$ cat config.mk
export PLATFORM = sky130hd
export DESIGN_NAME = sync_fifo_buffer
export DESIGN_NICKNAME = d
export VERILOG_FILES = /design/src/rtl/sync_fifo_buffer.sv
export SDC_FILE = /design/constraint.sdc
export NUM_CORES = 1
export LEC_CHECK = 0
export ABC_AREA = 1
export CAP_MARGIN = 20
export CORE_MARGIN = 2
export CORE_UTILIZATION = 52
export CTS_BUF_LIST = sky130_fd_sc_hd__clkbuf_4 sky130_fd_sc_hd__clkbuf_8 sky130_fd_sc_hd__clkbuf_16
export DETAILED_ROUTE_END_ITERATION = 16
export HOLD_SLACK_MARGIN = 0.02
export PLACE_DENSITY = 0.75
export SLEW_MARGIN = 20
export SYNTH_ARGS = -nofsm -noshare
export SYNTH_HDL_FRONTEND = slang
export SYNTH_SLANG_ARGS = --single-unit
export TNS_END_PERCENT = 10
$ cat constraint.sdc
create_clock -name clk -period 1.9 [get_ports clk]
set_input_delay 0.38 -clock clk [delete_from_list [all_inputs] [get_ports clk]]
set_output_delay 0.38 -clock clk [all_outputs]
set_load 0.01 [all_outputs]
$ cat src/rtl/sync_fifo_buffer.sv
// sync_fifo_buffer: DEPTH=2**K FIFO storage with wrap-around K+1 bit pointers,
// registered flags/count, registered read port and overflow/underflow pulses.
module sync_fifo_buffer #(
  parameter int DATA_W = 8,
  parameter int K      = 3
) (
  input  logic              clk,
  input  logic              rst,
  input  logic              wr_en,
  input  logic [DATA_W-1:0] din,
  input  logic              rd_en,
  output logic [DATA_W-1:0] dout,
  output logic              rd_valid,
  output logic              full,
  output logic              empty,
  output logic [K:0]        count,
  output logic              overflow,
  output logic              underflow
);
  localparam int DEPTH = 2**K;
  logic [DATA_W-1:0] mem_q [DEPTH];
  logic [DATA_W-1:0] dout_q;
  logic [K:0] wr_ptr_q, wr_ptr_d, rd_ptr_q, rd_ptr_d, count_q;
  logic full_q, empty_q, rd_valid_q, overflow_q, underflow_q;
  logic wr_acc, rd_acc;
  always_comb begin
    wr_acc   = wr_en && (!full_q || rd_en);
    rd_acc   = rd_en && !empty_q;
    wr_ptr_d = wr_ptr_q + (K+1)'(wr_acc);
    rd_ptr_d = rd_ptr_q + (K+1)'(rd_acc);
  end
  // flags are derived from next-state pointers so they stay coherent with count
  always_ff @(posedge clk) begin
    if (rst) begin
      wr_ptr_q    <= '0;
      rd_ptr_q    <= '0;
      count_q     <= '0;
      full_q      <= 1'b0;
      empty_q     <= 1'b1;
      dout_q      <= '0;
      rd_valid_q  <= 1'b0;
      overflow_q  <= 1'b0;
      underflow_q <= 1'b0;
    end else begin
      wr_ptr_q    <= wr_ptr_d;
      rd_ptr_q    <= rd_ptr_d;
      count_q     <= wr_ptr_d - rd_ptr_d;
      full_q      <= (wr_ptr_d[K] != rd_ptr_d[K]) && (wr_ptr_d[K-1:0] == rd_ptr_d[K-1:0]);
      empty_q     <= wr_ptr_d == rd_ptr_d;
      dout_q      <= rd_acc ? mem_q[rd_ptr_q[K-1:0]] : dout_q;
      rd_valid_q  <= rd_acc;
      overflow_q  <= wr_en && full_q && !rd_en;
      underflow_q <= rd_en && empty_q;
    end
  end
  always_ff @(posedge clk) begin
    if (wr_acc && !rst) mem_q[wr_ptr_q[K-1:0]] <= din;
  end
  assign dout      = dout_q;
  assign rd_valid  = rd_valid_q;
  assign full      = full_q;
  assign empty     = empty_q;
  assign count     = count_q;
  assign overflow  = overflow_q;
  assign underflow = underflow_q;
endmodule

=== Yosys cells after proc, flatten, opt, wreduce, memory -nomap -nowiden ===
Memory sizes are Yosys's and may differ from the RTL's. A register that Yosys moved wholly into a read port is not among the register bits.
Cells that the tools add are included.

* Register bits after elaboration: 17
* Bits in writable memories: 64
* Input bits: 12
* Word-level logic and storage cells: 29
* Memories kept: 1

* $add $sub $neg: 3
* Equality and inequality tests: 3
* Mux-type cells: 2
* Reductions and logical operators: 12

{| class="wikitable"
|+ Memory list
! name !! depth !! width !! read ports !! clocked after memory_dff !! write ports !! RTL line !! RTL
|-
| mem_q || 8 || 8 || 1 || 1 || 1 || 21 || <nowiki>logic [DATA_W-1:0] mem_q [DEPTH];</nowiki>
|}

{| class="wikitable"
|+ Operators with widths
! operator !! count
|-
| adder 4 x 1 -> 4 bit || 2
|-
| logical AND 1 bit || 7
|-
| equality test 4 bit || 1
|-
| zero test 1 bit || 4
|-
| subtractor 4 bit || 1
|-
| equality test 3 bit || 1
|-
| two-way mux 1 bit || 2
|-
| logical OR 1 bit || 1
|-
| != test 1 bit || 1
|}

=== Depth between registers and ports, before layout ===
Gate-level depths: netlist of the first run.

* Depth after elaboration: 6
* Depth in mapped cells: 13
* Mapped depth without buffers: 13

=== Worst setup path after synthesis of the first run ===
Ideal clock, no wire load.

* Path kind: flip-flop to flip-flop
* Start point: reg full_q (netlist: full)
* End point: reg count_q[3] (netlist: count[3])
* Library setup time: 0.064 ns
* Data arrival time: 2.016 ns
* Data required time: 1.836 ns
* Setup slack: -0.180 ns
* Stages on the path, launching flop included: 14
* Path buffers: 0
* Clock period less this slack: 2.080 ns
* Cells stage by stage: dfxtp_1 > inv_1 > nor2_1 > nor2_1 > ha_1 > ha_1 > or2_2 > nand2_1 > ha_1 > a21oi_1 > o21ai_0 > nand3_1 > nand2_1 > nor2_1

* Word-level cells in the longest chain between the ends: 5

{| class="wikitable"
|+ RTL lines
! what !! RTL line !! RTL
|-
| start: declaration || 24 || <nowiki>logic full_q, empty_q, rd_valid_q, overflow_q, underflow_q;</nowiki>
|-
| start signal: assignment || 48 || <nowiki>full_q <= (wr_ptr_d[K] != rd_ptr_d[K]) && (wr_ptr_d[K-1:0] == rd_ptr_d[K-1:0]);</nowiki>
|-
| zero test 1 bit || 27 || <nowiki>wr_acc = wr_en && (!full_q || rd_en);</nowiki>
|-
| logical OR 1 bit || 27 ||
|-
| logical AND 1 bit || 27 ||
|-
| adder 4 x 1 -> 4 bit || 29 || <nowiki>wr_ptr_d = wr_ptr_q + (K+1)'(wr_acc);</nowiki>
|-
| via wr_ptr_d[2] || 23 || <nowiki>logic [K:0] wr_ptr_q, wr_ptr_d, rd_ptr_q, rd_ptr_d, count_q;</nowiki>
|-
| subtractor 4 bit || 47 || <nowiki>count_q <= wr_ptr_d - rd_ptr_d;</nowiki>
|-
| end signal: assignment || 47 ||
|-
| end: declaration || 23 ||
|}

The timed path passes the listed nets, and every way through them passes these cells.
A chain may end at the register's enable or synchronous reset.

=== Worst setup path after layout of the first run ===
* Start point: in wr_en
* End point: reg count_q[3] (netlist: count[3])

* Word-level cells in the longest chain between the ends: 3

{| class="wikitable"
|+ RTL lines
! what !! RTL line !! RTL
|-
| start: declaration || 9 || <nowiki>input logic wr_en,</nowiki>
|-
| logical AND 1 bit || 27 ||
|-
| adder 4 x 1 -> 4 bit || 29 ||
|-
| via wr_ptr_d[2] || 23 ||
|-
| subtractor 4 bit || 47 ||
|}

The timed path passes the listed nets, and every way through them passes these cells.

==> results of run 1 <==
==> layout by cell type (no fill, tap or decap), drive strengths merged <==
cell,count
nand2,144
edfxtp,64
inv,35
buf,33
nand3,28
clkdlybuf4s50,27
dfxtp,25
nor2,24
a21oi,10
o21ai,10
clkbuf,9
ha,7
nand4,4
clkinv,3
nor3,3
or2,1
xnor2,1
xor2,1
nor4,1
fa,1
clkinvlp,1
bufinv,1
dlygate4sd2,1
==> layer usage <==
| metal | track usage [%] | share of wire (%) | up-vias |
|---|---|---|---|
| met5 | 0 | 0 | - |
| met4 | 9.36 | 1.6 | 0 |
| met3 | 3.69 | 5.3 | 9 |
| met2 | 32.7 | 48 | 70 |
| met1 | 27.4 | 45 | 1213 |
| li1 | - | - | 1328 |
==> cell families after synthesis <==
logic type	count (synthesis)	share of synthesized area, %
XOR/XNOR	2	0.463
buffers and inverters	47	6.64
flip-flops	89	64.0
AO/OA/AOI/OAI	20	3.54
adder cells (fa/ha/maj)	8	2.84
AND/OR/NAND/NOR	205	22.5
==> worst register-to-register path: cells and delay by family (launching register included) <==
kind / cells / cell delay, ns
fa+ha+maj: 3 / 0.53
flops: 1 / 0.34
simple gates: 7 / 0.70
buf+inv: 1 / 0.05
compound gates: 2 / 0.27
==> how the worst min path moves through the flow <==
stage                     start       end  slack (ns)  cells after the start
after floorplan           rd_en  overflow        0.46                      1
after global placement    empty  rd_valid        0.47                      1
after detailed placement  empty  rd_valid        0.48                      1
after CTS                 rd_en  overflow        0.41                      2
after global routing      rd_en  overflow        0.46                      2
final                     rd_en  overflow        0.45                      2
==> flip-flops by register name, summed over array words and instances (netlist names) <==
name / cells
mem_q: 64
dout: 8
count: 4
rd_ptr_q: 4
wr_ptr_q: 4
empty: 1
full: 1
overflow: 1
rd_valid: 1
underflow: 1
==> final cells by class <==
cell class / instances / area (µm²)
fillers: 551 / 2520
flip-flops and latches: 89 / 2420
multi-input cells: 235 / 1220
repair buffers: 61 / 527
inverters: 33 / 129
clock buffers: 9 / 124
well taps: 99 / 124
clock inverters: 7 / 68.8
==> where the power goes <==
group	internal [W]	switching, W
Combinational	0.000329	0.000433
Sequential	0.00216	0.0000455
Clock	0.000608	0.000660
Total	0.00310	0.00114
==> metrics by stage <==
stage                     TNS (ns)  area (µm²)  hold slack (ns)  std cells
after global routing        -0.134        4620            0.464        533
after global placement      -20.10        4360            0.473        515
after CTS                   -0.126        4570            0.411        532
after floorplan                  0        3840            0.458        371
final                      -0.0377        4620            0.454        533
after detailed placement    -24.55        4360            0.478        515
==> timing repair <==
action	in CTS	in global routing
setup endpoints to repair	10	67
buffers inserted	1	1
pin swaps	8	2
resized for setup	7	6
==> results.txt, run 1 <==
CTS Root Cell: clkbuf_8
Die height: 89.3 µm
Initial antenna violation count: 0
Register clock-pin slew on the reported worst setup and hold paths: 0.09 ns
Max Cap Viol: 0
Max VDD drop: 0.000531 V
Final worst setup slack: -0.0377 ns
Status: finished, violations left
Post-route ant nets: 0
Min Tclk post-route: 1.94 ns
Drt initial violations: 137
Diodes inserted: 0
Initial Utilization: 53.1%
CP most frequent cell: ha_4
Top-area cell type share of the netlist area: 50.8%
Endpoints failing setup: 1
Seq/Total Area, Yosys: 64.0%
Vias post-DR: 2,620
CP Data Arrival Time: 2.24 ns
Worst reg2reg path endpoint: count[3]
Critical path cell sequence: clkdlybuf4s50_1, inv_2, nor2_4, ha_4, ha_4, or2_4, nand2_4, ha_4, a21oi_2, o21ai_2, nand3_1, nand2_1, nor2_1
FF-to-FF Start: full
Post-synthesis cell count: 371
CP startpoint kind: primary input
EDFF count, synth: 64
CP required: 2.20 ns
Worst R2R Setup Slack: -0.03 ns
Leakage power: 1.88 nW
Grt ovf: 0
Main synth FF type: edfxtp_1
Post-synth top cells: nand2_1 (137), edfxtp_1 (64), inv_1 (30)
Area contributors post-synth: edfxtp_1 (51%), nand2_1 (14%), dfxtp_1 (13%), nand3_1 (3.7%), inv_1 (3.0%)
CTS tree: yes
Die X: 89.3 µm
Clock Sink Count: 89
RSZ-0062 raised after global routing: true
H-tree levels: 3
Site Rows: 31
Most common cell in the synthesized netlist: nand2_1
Ys Warns: 0
First-pass GRT wire length: 12,000 µm
Share of post-route cells with drive strength above 1: 19.4%
Critical path depth in cells: 13
Largest area contributor in the netlist: edfxtp_1
Place WS: -0.591 ns
Drc violations: 0
Placer Congestion: 0.856
Final period util: 102%
Fmax: 516 MHz
Worst-path fanout max: 4
Async set or reset register ratio after synthesis: 0%
Skew final: 0.00900 ns
Fin. Hold Viols: 0
Final Max Tran Viols: 0
Element type at the critical path end: flip-flop
WL final: 7580 µm
Synth cell types: 29
Worst Path Buf+Inv: 2
Hold_buf cts: 0
Pin count of the biggest net entering global routing: 34
Vias per inst: 4.92
Syn avg cell area: 10.2 µm²
Register bit total from synthesis: 89
Tightest Hold Check Type: primary input to flip-flop
Synth Cell Area: 3790 µm²
Worst slew pin tran: 0.541 ns
Nets: 449
CP max stage delay: 0.42 ns
I/O Buffers: 28
CP max stage cell: clkdlybuf4s50_1
Core outline area: 7140 µm²
Total die area: 7980 µm²
GRT Util Overall: 20.5%
Util after Layout: 64.7%
WL/cell: 14.2 µm
Total CTS buffers: 9
Hpwl dp: 4970 µm
CP delay by family, top: simple AND/OR/NAND/NOR gates
Vias in the first global route: 2,503
IO Pins: 29
Relative slew slack: 63.9%
Clock latency on the worst-skew pair: 0.35 ns
Drt first pass iters: 4
CTS Buffer Depth: 2
Reg2reg path depth: 13
Worst setup path end: count[3]
Failing checks: setup timing
Syn nets: 391
Cell Pwr Density: 918 nW/µm²
CP startpoint: wr_en
Final total power: 0.00424 W
P&R area growth vs syn: 21.9%
Critical path class: primary input to flip-flop
(Power assumes the default switching activity.)
==> run 2: changes to the inputs <==
--- a/config.mk
+++ b/config.mk
@@ -7,13 +7,13 @@
 export LEC_CHECK = 0
 export ABC_AREA = 1
 export CAP_MARGIN = 20
-export CORE_MARGIN = 2
+export CORE_MARGIN = 5
 export CORE_UTILIZATION = 52
 export CTS_BUF_LIST = sky130_fd_sc_hd__clkbuf_4 sky130_fd_sc_hd__clkbuf_8 sky130_fd_sc_hd__clkbuf_16
 export DETAILED_ROUTE_END_ITERATION = 16
 export HOLD_SLACK_MARGIN = 0.02
 export PLACE_DENSITY = 0.75
-export SLEW_MARGIN = 20
+export RECOVER_POWER = 50
 export SYNTH_ARGS = -nofsm -noshare
 export SYNTH_HDL_FRONTEND = slang
 export SYNTH_SLANG_ARGS = --single-unit
==> results.txt, run 2 (same netlist as run 1, synthesis figures left out) <==
Drc violations: 0 (unchanged)
Initial Utilization: 52.8% (-0.29 points)
Total die area: 9090 µm² (+14%)
P&R area growth vs syn: 21.5%
Hold_buf cts: 0 (unchanged)
Hpwl dp: 5020 µm (+0.94%)
Post-route ant nets: 0 (unchanged)
Tightest Hold Check Type: flip-flop to flip-flop
Final worst setup slack: -0.000931 ns (+0.0368 ns)
GRT Util Overall: 18.3% (-2.2 points)
Met3 global-route usage: 3.16% (-0.54 points)
Multi-input gate area: 1220 µm² (+0.41%)
I/O Buffers: 28 (unchanged)
Leakage power: 1.87 nW (-0.26%)
Share of post-route cells with drive strength above 1: 19.8% (+0.46 points)
Vias post-DR: 2,637 (+0.65%)
Fill cells: 535 (-2.9%)
CP required: 2.16 ns (-0.04 ns)
Total CTS buffers: 9 (unchanged)
Vias per inst: 4.95 (+0.65%)
Util after Layout: 64.1% (-0.58 points)
Clock latency on the worst-skew pair: 0.36 ns (about the same)
Nets: 449 (unchanged)
Relative slew slack: 60.7% (-3.2 points)
Reg2reg path depth: 11 (-2)
WHS Path Cells: 2 (unchanged)
Site Rows: 31 (unchanged)
Die height: 95.3 µm (+6.7%)
IO Pins: 29 (unchanged)
Final Max Tran Viols: 0 (unchanged)
Clock Sink Count: 89 (unchanged)
Register clock-pin slew on the reported worst setup and hold paths: 0.08 ns (about the same)
Commonest non-fill, non-tap cell in the layout: nand2_1
Max VDD drop: 0.000549 V (+3.3%)
Register Area: 2420 µm² (unchanged)
Place WS: -0.564 ns (+0.0268 ns)
Vias in the first global route: 2,455 (-1.9%)
Worst-path fanout max: 4 (unchanged)
CP Data Arrival Time: 2.16 ns (-0.08 ns)
Max Cap Viol: 0 (unchanged)
GR Util met1: 23.7% (-3.6 points)
First-pass GRT wire length: 12,100 µm (+0.75%)
CTS Root Cell: clkbuf_8
Worst slew pin tran: 0.589 ns (+0.0484 ns)
Critical path class: primary input to flip-flop
Endpoints failing setup: 1 (unchanged)
Die X: 95.3 µm (+6.7%)
Diodes inserted: 0 (unchanged)
H-tree levels: 3 (unchanged)
CTS Buffer Depth: 2 (unchanged)
RSZ-0062 raised after global routing: true
Grt ovf: 0 (unchanged)
WL/cell: 14.4 µm (+1.1%)
WL final: 7670 µm (+1.1%)
Element type at the critical path end: flip-flop
Hold Crit Start: full
Worst reg2reg path endpoint: count[2]
Drt initial violations: 178 (+30%)
Worst Hold End: overflow
Failing checks: setup timing
Largest register FFs: 64 (unchanged)
Placer Congestion: 0.812 (-5.2%)
Skew final: 0.0125 ns (+0.00353 ns)
Min Tclk post-route: 1.90 ns (-0.0368 ns)
Fin. Hold Viols: 0 (unchanged)
CP startpoint kind: primary input
Final period util: 100% (-1.9 points)
Initial antenna violation count: 0 (unchanged)
Final Instance Count excl. Fillers: 533 (unchanged)
Worst R2R Setup Slack: 0.04 ns (+0.07 ns)
Placed insts: 516 (+0.19%)
FF-to-FF Start: full
Fmax: 526 MHz (+1.9%)
Drt first pass iters: 4 (unchanged)
Hold_ws: 0.488 ns (+0.0335 ns)
CTS tree: yes
Most frequent cells in the layout: nand2_1 (135), edfxtp_1 (64), buf_4 (33), inv_1 (28), nand3_1 (28)
Core outline area: 7180 µm² (+0.54%)
Cell Pwr Density: 895 nW/µm² (-2.6%)
Status: finished, violations left
Met2 Use GR: 29.7% (-3.0 points)
Grt peak-use layer: met2
Pin count of the biggest net entering global routing: 34 (unchanged)
run 2: changes by cell type in the layout (fill, tap and decap cells not counted), moves of 2 or more:
cell	previous run	this run
clkdlybuf4s50_1	27	19
dlygate4sd3_1	0	8
clkbuf_4	0	2
clkinv_1	3	1
run 2: worst max path at each step:
stage	startpoint	to	slack [ns]	cells after the start
floorplan	rd_en	count[3]	0.03	11
global placement	rd_en	count[3]	-0.47	13
detailed placement	rd_en	count[3]	-0.56	13
CTS	full	count[3]	0.001	13
global route	full	count[3]	-0.11	13
finish	wr_en	count[3]	-0.0009	13
run 2: through the flow:
step	TNS (ns)	power [W]	instance area (µm²)
2_1_floorplan	0	0.00274	3840
3_3_place_gp	-18.42	0.00297	4370
3_5_place_dp	-17.07	0.00299	4370
4_1_cts	0	0.00414	4580
5_1_grt	-0.198	0.00432	4600
6_report	-0.000931	0.00412	4600
run 2: report_power, final:
group	leakage [nW]	switching [W]	internal (W)	total [W]
logic	1.01	0.000429	0.000329	0.000758
registers	0.783	0.0000472	0.00216	0.00221
clock network	0.0842	0.000644	0.000503	0.00115
run 2: metal layers:
metal / vias to the layer above / part of all wire (%)
met4: 0 / 2.2
li1: 1325 / -
met2: 89 / 47
met5: - / 0
met1: 1211 / 45
met3: 12 / 5.7
run 2: critical path, cell delays in order:
cell	delay [ns]
clkdlybuf4s50_1	0.47
inv_2	0.06
nor2_4	0.12
ha_4	0.15
ha_4	0.13
or2_4	0.12
nand2_4	0.05
ha_4	0.30
nand2_2	0.06
o21ai_2	0.14
nand3_1	0.08
nand2_1	0.06
nor2_1	0.04
run 2: area by class of cell:
| class | instances | area share [%] |
|---|---|---|
| clock buffers | 11 | 3.02 |
| clock inverters | 5 | 0.707 |
| inverters | 33 | 2.80 |
| multi-input cells | 235 | 26.6 |
| flip-flops and latches | 89 | 52.7 |
| well taps | 99 | 2.69 |
| repair buffers | 61 | 11.4 |
run 2: what timing repair did:
item | in CTS | in global routing
setup endpoints to repair | 4 | 10
gates resized for setup | 9 | 5
pin swaps | 8 | 7
buffers inserted | 1 | 0
